`src/rtl/alu_pkg.sv`:
```
// Shared opcode, select and control definitions for the ALU issue/retire wrapper.
// Imported by alu_op_decode and alu_issue_stage.
package alu_pkg;

  localparam logic [3:0] OP_AND  = 4'b0000;
  localparam logic [3:0] OP_OR   = 4'b0001;
  localparam logic [3:0] OP_ADD  = 4'b0010;
  localparam logic [3:0] OP_SUB  = 4'b0110;
  localparam logic [3:0] OP_SLT  = 4'b0111;
  localparam logic [3:0] OP_NOR  = 4'b1100;
  localparam logic [3:0] OP_NAND = 4'b1101;

  localparam logic [1:0] SEL_AND = 2'b00;
  localparam logic [1:0] SEL_OR  = 2'b01;
  localparam logic [1:0] SEL_ADD = 2'b10;

  typedef struct packed {
    logic       ainv;
    logic       binv;
    logic       cin;
    logic [1:0] select;
  } alu_ctrl_t;

  localparam alu_ctrl_t CTRL_NOP = '0;

  function automatic alu_ctrl_t mk_ctrl(input logic ainv, input logic binv,
                                        input logic cin, input logic [1:0] sel);
    alu_ctrl_t c;
    c.ainv   = ainv;
    c.binv   = binv;
    c.cin    = cin;
    c.select = sel;
    return c;
  endfunction

endpackage

```
`src/rtl/alu_op_decode.sv`:
```
// Combinational opcode decoder: opcode -> ALU controls plus SLT and illegal tags.
// Illegal opcodes decode to all-zero controls so the ALU sees a harmless AND.
module alu_op_decode
  import alu_pkg::*;
(
  input  logic [3:0] in_op,
  output alu_ctrl_t  ctrl,
  output logic       is_slt,
  output logic       err
);

  always_comb begin
    ctrl   = CTRL_NOP;
    is_slt = 1'b0;
    err    = 1'b0;
    case (in_op)
      OP_AND:  ctrl = mk_ctrl(1'b0, 1'b0, 1'b0, SEL_AND);
      OP_OR:   ctrl = mk_ctrl(1'b0, 1'b0, 1'b0, SEL_OR);
      OP_ADD:  ctrl = mk_ctrl(1'b0, 1'b0, 1'b0, SEL_ADD);
      OP_SUB:  ctrl = mk_ctrl(1'b0, 1'b1, 1'b1, SEL_ADD);
      OP_SLT: begin
        ctrl   = mk_ctrl(1'b0, 1'b1, 1'b1, SEL_ADD);
        is_slt = 1'b1;
      end
      OP_NOR:  ctrl = mk_ctrl(1'b1, 1'b1, 1'b0, SEL_AND);
      OP_NAND: ctrl = mk_ctrl(1'b1, 1'b1, 1'b0, SEL_OR);
      default: err  = 1'b1;
    endcase
  end

endmodule

```
`src/rtl/alu_issue_stage.sv`:
```
// Two-stage issue/retire wrapper around an external combinational ALU.
// Stage 1 drives registered operands/controls to the ALU; stage 2 captures its result.
module alu_issue_stage
  import alu_pkg::*;
#(
  parameter int N = 32
) (
  input  logic         clk,
  input  logic         rst_n,
  input  logic         in_valid,
  output logic         in_ready,
  input  logic [3:0]   in_op,
  input  logic [N-1:0] in_a,
  input  logic [N-1:0] in_b,
  output logic [N-1:0] alu_a,
  output logic [N-1:0] alu_b,
  output logic         alu_ainv,
  output logic         alu_binv,
  output logic         alu_cin,
  output logic [1:0]   alu_select,
  input  logic [N-1:0] alu_result,
  input  logic         alu_cout,
  input  logic         alu_overflow,
  input  logic         alu_zero,
  output logic         out_valid,
  input  logic         out_ready,
  output logic [N-1:0] out_result,
  output logic         out_cout,
  output logic         out_overflow,
  output logic         out_zero,
  output logic         out_err
);

  alu_ctrl_t dec_ctrl;
  logic      dec_is_slt;
  logic      dec_err;

  alu_op_decode u_dec (
    .in_op  (in_op),
    .ctrl   (dec_ctrl),
    .is_slt (dec_is_slt),
    .err    (dec_err)
  );

  logic         s1_valid_q, s1_valid_d;
  logic [N-1:0] s1_a_q, s1_a_d;
  logic [N-1:0] s1_b_q, s1_b_d;
  alu_ctrl_t    s1_ctrl_q, s1_ctrl_d;
  logic         s1_is_slt_q, s1_is_slt_d;
  logic         s1_err_q, s1_err_d;

  logic         out_valid_q, out_valid_d;
  logic [N-1:0] out_result_q, out_result_d;
  logic         out_cout_q, out_cout_d;
  logic         out_overflow_q, out_overflow_d;
  logic         out_zero_q, out_zero_d;
  logic         out_err_q, out_err_d;

  logic         s1_adv;
  logic         accept;
  logic         slt_bit;
  logic [N-1:0] slt_result;

  assign s1_adv   = !out_valid_q || out_ready;
  assign in_ready = !s1_valid_q || s1_adv;
  assign accept   = in_valid && in_ready;

  // Signed less-than from the subtraction: sign bit corrected by overflow.
  assign slt_bit    = alu_result[N-1] ^ alu_overflow;
  assign slt_result = {{(N-1){1'b0}}, slt_bit};

  always_comb begin
    s1_valid_d  = s1_valid_q;
    s1_a_d      = s1_a_q;
    s1_b_d      = s1_b_q;
    s1_ctrl_d   = s1_ctrl_q;
    s1_is_slt_d = s1_is_slt_q;
    s1_err_d    = s1_err_q;
    if (accept) begin
      s1_valid_d  = 1'b1;
      s1_a_d      = in_a;
      s1_b_d      = in_b;
      s1_ctrl_d   = dec_ctrl;
      s1_is_slt_d = dec_is_slt;
      s1_err_d    = dec_err;
    end else if (s1_adv) begin
      s1_valid_d  = 1'b0;
    end
  end

  always_comb begin
    out_valid_d    = out_valid_q;
    out_result_d   = out_result_q;
    out_cout_d     = out_cout_q;
    out_overflow_d = out_overflow_q;
    out_zero_d     = out_zero_q;
    out_err_d      = out_err_q;
    if (s1_adv) begin
      out_valid_d = s1_valid_q;
      if (s1_valid_q) begin
        if (s1_err_q) begin
          out_result_d   = '0;
          out_cout_d     = 1'b0;
          out_overflow_d = 1'b0;
          out_zero_d     = 1'b0;
          out_err_d      = 1'b1;
        end else if (s1_is_slt_q) begin
          out_result_d   = slt_result;
          out_cout_d     = alu_cout;
          out_overflow_d = alu_overflow;
          out_zero_d     = !slt_bit;
          out_err_d      = 1'b0;
        end else begin
          out_result_d   = alu_result;
          out_cout_d     = alu_cout;
          out_overflow_d = alu_overflow;
          out_zero_d     = alu_zero;
          out_err_d      = 1'b0;
        end
      end
    end
  end

  always_ff @(posedge clk) begin
    if (!rst_n) begin
      s1_valid_q     <= 1'b0;
      s1_a_q         <= '0;
      s1_b_q         <= '0;
      s1_ctrl_q      <= CTRL_NOP;
      s1_is_slt_q    <= 1'b0;
      s1_err_q       <= 1'b0;
      out_valid_q    <= 1'b0;
      out_result_q   <= '0;
      out_cout_q     <= 1'b0;
      out_overflow_q <= 1'b0;
      out_zero_q     <= 1'b0;
      out_err_q      <= 1'b0;
    end else begin
      s1_valid_q     <= s1_valid_d;
      s1_a_q         <= s1_a_d;
      s1_b_q         <= s1_b_d;
      s1_ctrl_q      <= s1_ctrl_d;
      s1_is_slt_q    <= s1_is_slt_d;
      s1_err_q       <= s1_err_d;
      out_valid_q    <= out_valid_d;
      out_result_q   <= out_result_d;
      out_cout_q     <= out_cout_d;
      out_overflow_q <= out_overflow_d;
      out_zero_q     <= out_zero_d;
      out_err_q      <= out_err_d;
    end
  end

  assign alu_a        = s1_a_q;
  assign alu_b        = s1_b_q;
  assign alu_ainv     = s1_ctrl_q.ainv;
  assign alu_binv     = s1_ctrl_q.binv;
  assign alu_cin      = s1_ctrl_q.cin;
  assign alu_select   = s1_ctrl_q.select;

  assign out_valid    = out_valid_q;
  assign out_result   = out_result_q;
  assign out_cout     = out_cout_q;
  assign out_overflow = out_overflow_q;
  assign out_zero     = out_zero_q;
  assign out_err      = out_err_q;

endmodule

```
`config.mk`:
```
export PLATFORM = sky130hd
export DESIGN_NAME = alu_issue_stage
export DESIGN_NICKNAME = d
export VERILOG_FILES = /design/src/rtl/alu_pkg.sv /design/src/rtl/alu_op_decode.sv /design/src/rtl/alu_issue_stage.sv
export SDC_FILE = /design/constraint.sdc
export NUM_CORES = 1
export LEC_CHECK = 0
export CORE_MARGIN = 4
export CORE_UTILIZATION = 40
export DETAILED_ROUTE_END_ITERATION = 6
export PLACE_DENSITY_LB_ADDON = 0.05
export SYNTH_ARGS = -nofsm -noshare
export SYNTH_HDL_FRONTEND = slang
export SYNTH_SLANG_ARGS = --single-unit
```
`constraint.sdc`:
```
create_clock -name clk -period 1.7 [get_ports clk]
set_clock_uncertainty 0.15 [all_clocks]
set_input_delay 0.17 -clock clk [delete_from_list [all_inputs] [get_ports clk]]
set_output_delay 0.17 -clock clk [all_outputs]
set_load 0.01 [all_outputs]
```
==> impl_metrics.env <==
export IMPL_synth_most_common_cell="dfxtp_1"
export IMPL_cp_top_family="flip-flops"
export IMPL_final_fill_count=879
export IMPL_ys_seq_area_share_pct=51.4
export IMPL_multi_input_area_um2=1800
export IMPL_switching_share_pct=26.8
export IMPL_grt_ovfl_total=0
export IMPL_die_y_um=111
export IMPL_dr_pass1_iters=5
export IMPL_antenna_found_initial=0
export IMPL_drc=0
export IMPL_netlist_area_leader_share_pct=51.4
export IMPL_slew_headroom_pct=75.1
export IMPL_area_growth_pct=58.9
export IMPL_die_area_um2=12300
export IMPL_drive_gt1_share_pct=6.79
export IMPL_vias_per_cell=5.45
export IMPL_clock_path_buffers=2
export IMPL_min_path_cells=4
export IMPL_fmax_mhz=605
export IMPL_power_leakage_nw=2.38
export IMPL_p_sw_mw=1.40
export IMPL_combPwrFrac_pct=19.0
export IMPL_cts_htree_levels=3
export IMPL_syn_area_per_cell_um2=8.27
export IMPL_fp_row_count=37
export IMPL_endpoint_kind="output port"
export IMPL_synthesis_nets=620
export IMPL_ff2ff_path_depth=4
export IMPL_diodes=0
export IMPL_root_buffer="clkbuf_8"
export IMPL_r2r_slack_ns=0.09
export IMPL_cp_num_cells=3
export IMPL_regArea_um2=2180
export IMPL_die_width_um=111
export IMPL_slew_viol_final=0
export IMPL_cap_violations=0
export IMPL_hold_path_class="input pin to register"
export IMPL_wl_um=14100
export IMPL_synthTopCellsByCount="dfxtp_1, a21oi_1, o21ai_0"
export IMPL_startpoint_type="register"
export IMPL_dp_hpwl_um=9640
export IMPL_critPathArrivalTime_ns=1.33
export IMPL_synthTopCellsByArea="dfxtp_1, a21oi_1, o21ai_0"
export IMPL_worst_path_buf_inv=2
export IMPL_grt_max_degree=71
export IMPL_crit_slowest_cell="dfxtp_1"
export IMPL_avgRoutedWirePerCell_um=16.7
export IMPL_ant_nets=0
export IMPL_vdd_ir_drop_worst_v=0.000402
export IMPL_hold_viol=0
export IMPL_yosysWarnings=0
export IMPL_final_nets=809
export IMPL_seqPwrFrac_pct=52.5
export IMPL_cp_data_required_time_ns=1.38
export IMPL_port_buffers=213
export IMPL_grt_usage_pct=21.8
export IMPL_synth_area_um2=4240
export IMPL_period_share_pct=97.3
export IMPL_grt_pass1_wl_um=22600
export IMPL_core_area_um2=10300
export IMPL_clock_latency_ns=0.35
export IMPL_pwr_share_clk_pct=28.5
export IMPL_async_reset_ff_share_pct=0
export IMPL_first_global_vias=4402
export IMPL_tightest_slew_ns=0.374
export IMPL_drt_initial_drc_count=338
export IMPL_cpPeakStageDelay_ns=0.39
export IMPL_hold_ws_ns=0.196
export IMPL_synth_distinct_cells=30
export IMPL_synth_seq_cells=109
export IMPL_period_needed_ns=1.65
export IMPL_p_int_mw=3.85
export IMPL_synth_edf_count=0
export IMPL_initial_core_util_pct=41.1
export IMPL_yosysTopAreaCell="dfxtp_1"
export IMPL_syn_inst=513
export IMPL_cts_tree="built"
export IMPL_vias=4592
export IMPL_cts_buffers=9
export IMPL_clkTransAtPathRegs_ns=0.11
export IMPL_status="completed"
export IMPL_path_cells="and3b_2 -> inv_2 -> dlygate4sd2_1"
export IMPL_gp_congestion=0.742
export IMPL_critical_path_peak_fanout=4
export IMPL_setup_violations=0
export IMPL_fin_util_pct=65.3
export IMPL_clock_sinks=109
export IMPL_ios=214
export IMPL_synthFlopType="dfxtp_1"
export IMPL_crit_type="register to output port"
export IMPL_powerDensity_nw_per_um2=779
## per-layer routing
layer,global-route usage [%],vias to the layer above,wire length [um]
met3,6.99,20,1240
met5,0,-,0
met4,7.22,0,278
li1,-,2244,-
met1,26.7,2146,5730
met2,36.2,182,6820
## power by group through the flow
stage          clock network [mW]  registers [mW]  logic, mW
2_1_floorplan                   0            2.87      0.313
3_3_place_gp                    0            2.81      0.983
3_5_place_dp                    0            2.81      0.996
4_1_cts                      1.56            2.76       1.00
5_1_grt                      1.66            2.77       1.08
6_report                     1.50            2.76      0.998
## what timing repair did
item,4_1_cts,5_1_grt
buffers inserted,0,1
endpoints found under the setup margin,1,36
gates resized for setup,1,4
pin swaps,0,1
hold buffers,0,0
## cell usage in the layout (no fill, tap or decap), types with 2 or more instances in the layout
cell / count
xor2_1: 3
nand3_1: 66
dfxtp_1: 108
nand4b_1: 2
nand2b_1: 3
clkinv_2: 3
o21ai_0: 105
inv_2: 2
buf_4: 18
inv_6: 3
clkbuf_8: 10
clkdlybuf4s50_1: 211
nand4_1: 34
a21oi_1: 107
nand2_1: 4
buf_12: 6
nor2_1: 2
## sequential cells by signal, summed over array words and instances, names as in the netlist
register,count
s1_is_slt_q,1
s1_err_q,1
alu_ainv,1
s1_valid_q,1
out_err,1
alu_select,2
out_cout,1
alu_cin,1
alu_a,32
out_result,32
out_valid,1
out_zero,1
out_overflow,1
alu_binv,1
alu_b,32
## logic make-up (layout without fill, tap and decap cells)
logic type	count (synthesis)	in the layout	share of synthesized area [%]
AOI/OAI and AO/OA	219	219	26.4
and+or+nand+nor	118	118	15.4
DFF	109	109	51.4
buffers and inverters	64	258	6.16
xor gates and xnor gates	3	3	0.619
## tightest hold or removal path: stages
cell	delay, ns
buf_2	0.12
inv_2	0.13
o21ai_0	0.19
a21oi_1	0.06
## stage by stage
| stage | total power [mW] | cells | setup TNS [ns] | area (um^2) | setup WS (ns) |
|---|---|---|---|---|---|
| final | 5.25 | 843 | 0 | 6740 | 0.0458 |
| after global routing | 5.51 | 843 | -0.00131 | 6740 | -0.00131 |
| after CTS | 5.31 | 842 | 0 | 6720 | 0.0118 |
| after detailed placement | 3.81 | 826 | -5.51 | 6540 | -0.182 |
| after global placement | 3.79 | 826 | -3.56 | 6540 | -0.132 |
| after floorplan | 3.18 | 513 | 0 | 4240 | 0.251 |
## area by class of cell
cell class / count / share of cell area (%)
Clock buffer: 10 / 2.04
Clock inverter: 6 / 0.668
Inverter: 5 / 0.297
Multi-Input combinational cell: 340 / 26.7
Sequential cell: 109 / 32.4
Tap cell: 136 / 2.52
Timing Repair Buffer: 237 / 35.3
## final timing paths
| path | startpoint | to |
|---|---|---|
| worst max-delay path | s1_valid_q | in_ready |
| worst min-delay path | in_valid | alu_a[7] |
| worst max register to register | s1_valid_q | alu_select[0] |
| worst min register to register | out_result[5] | out_result[5] |
Note: power is estimated with default switching activity, not from simulation.
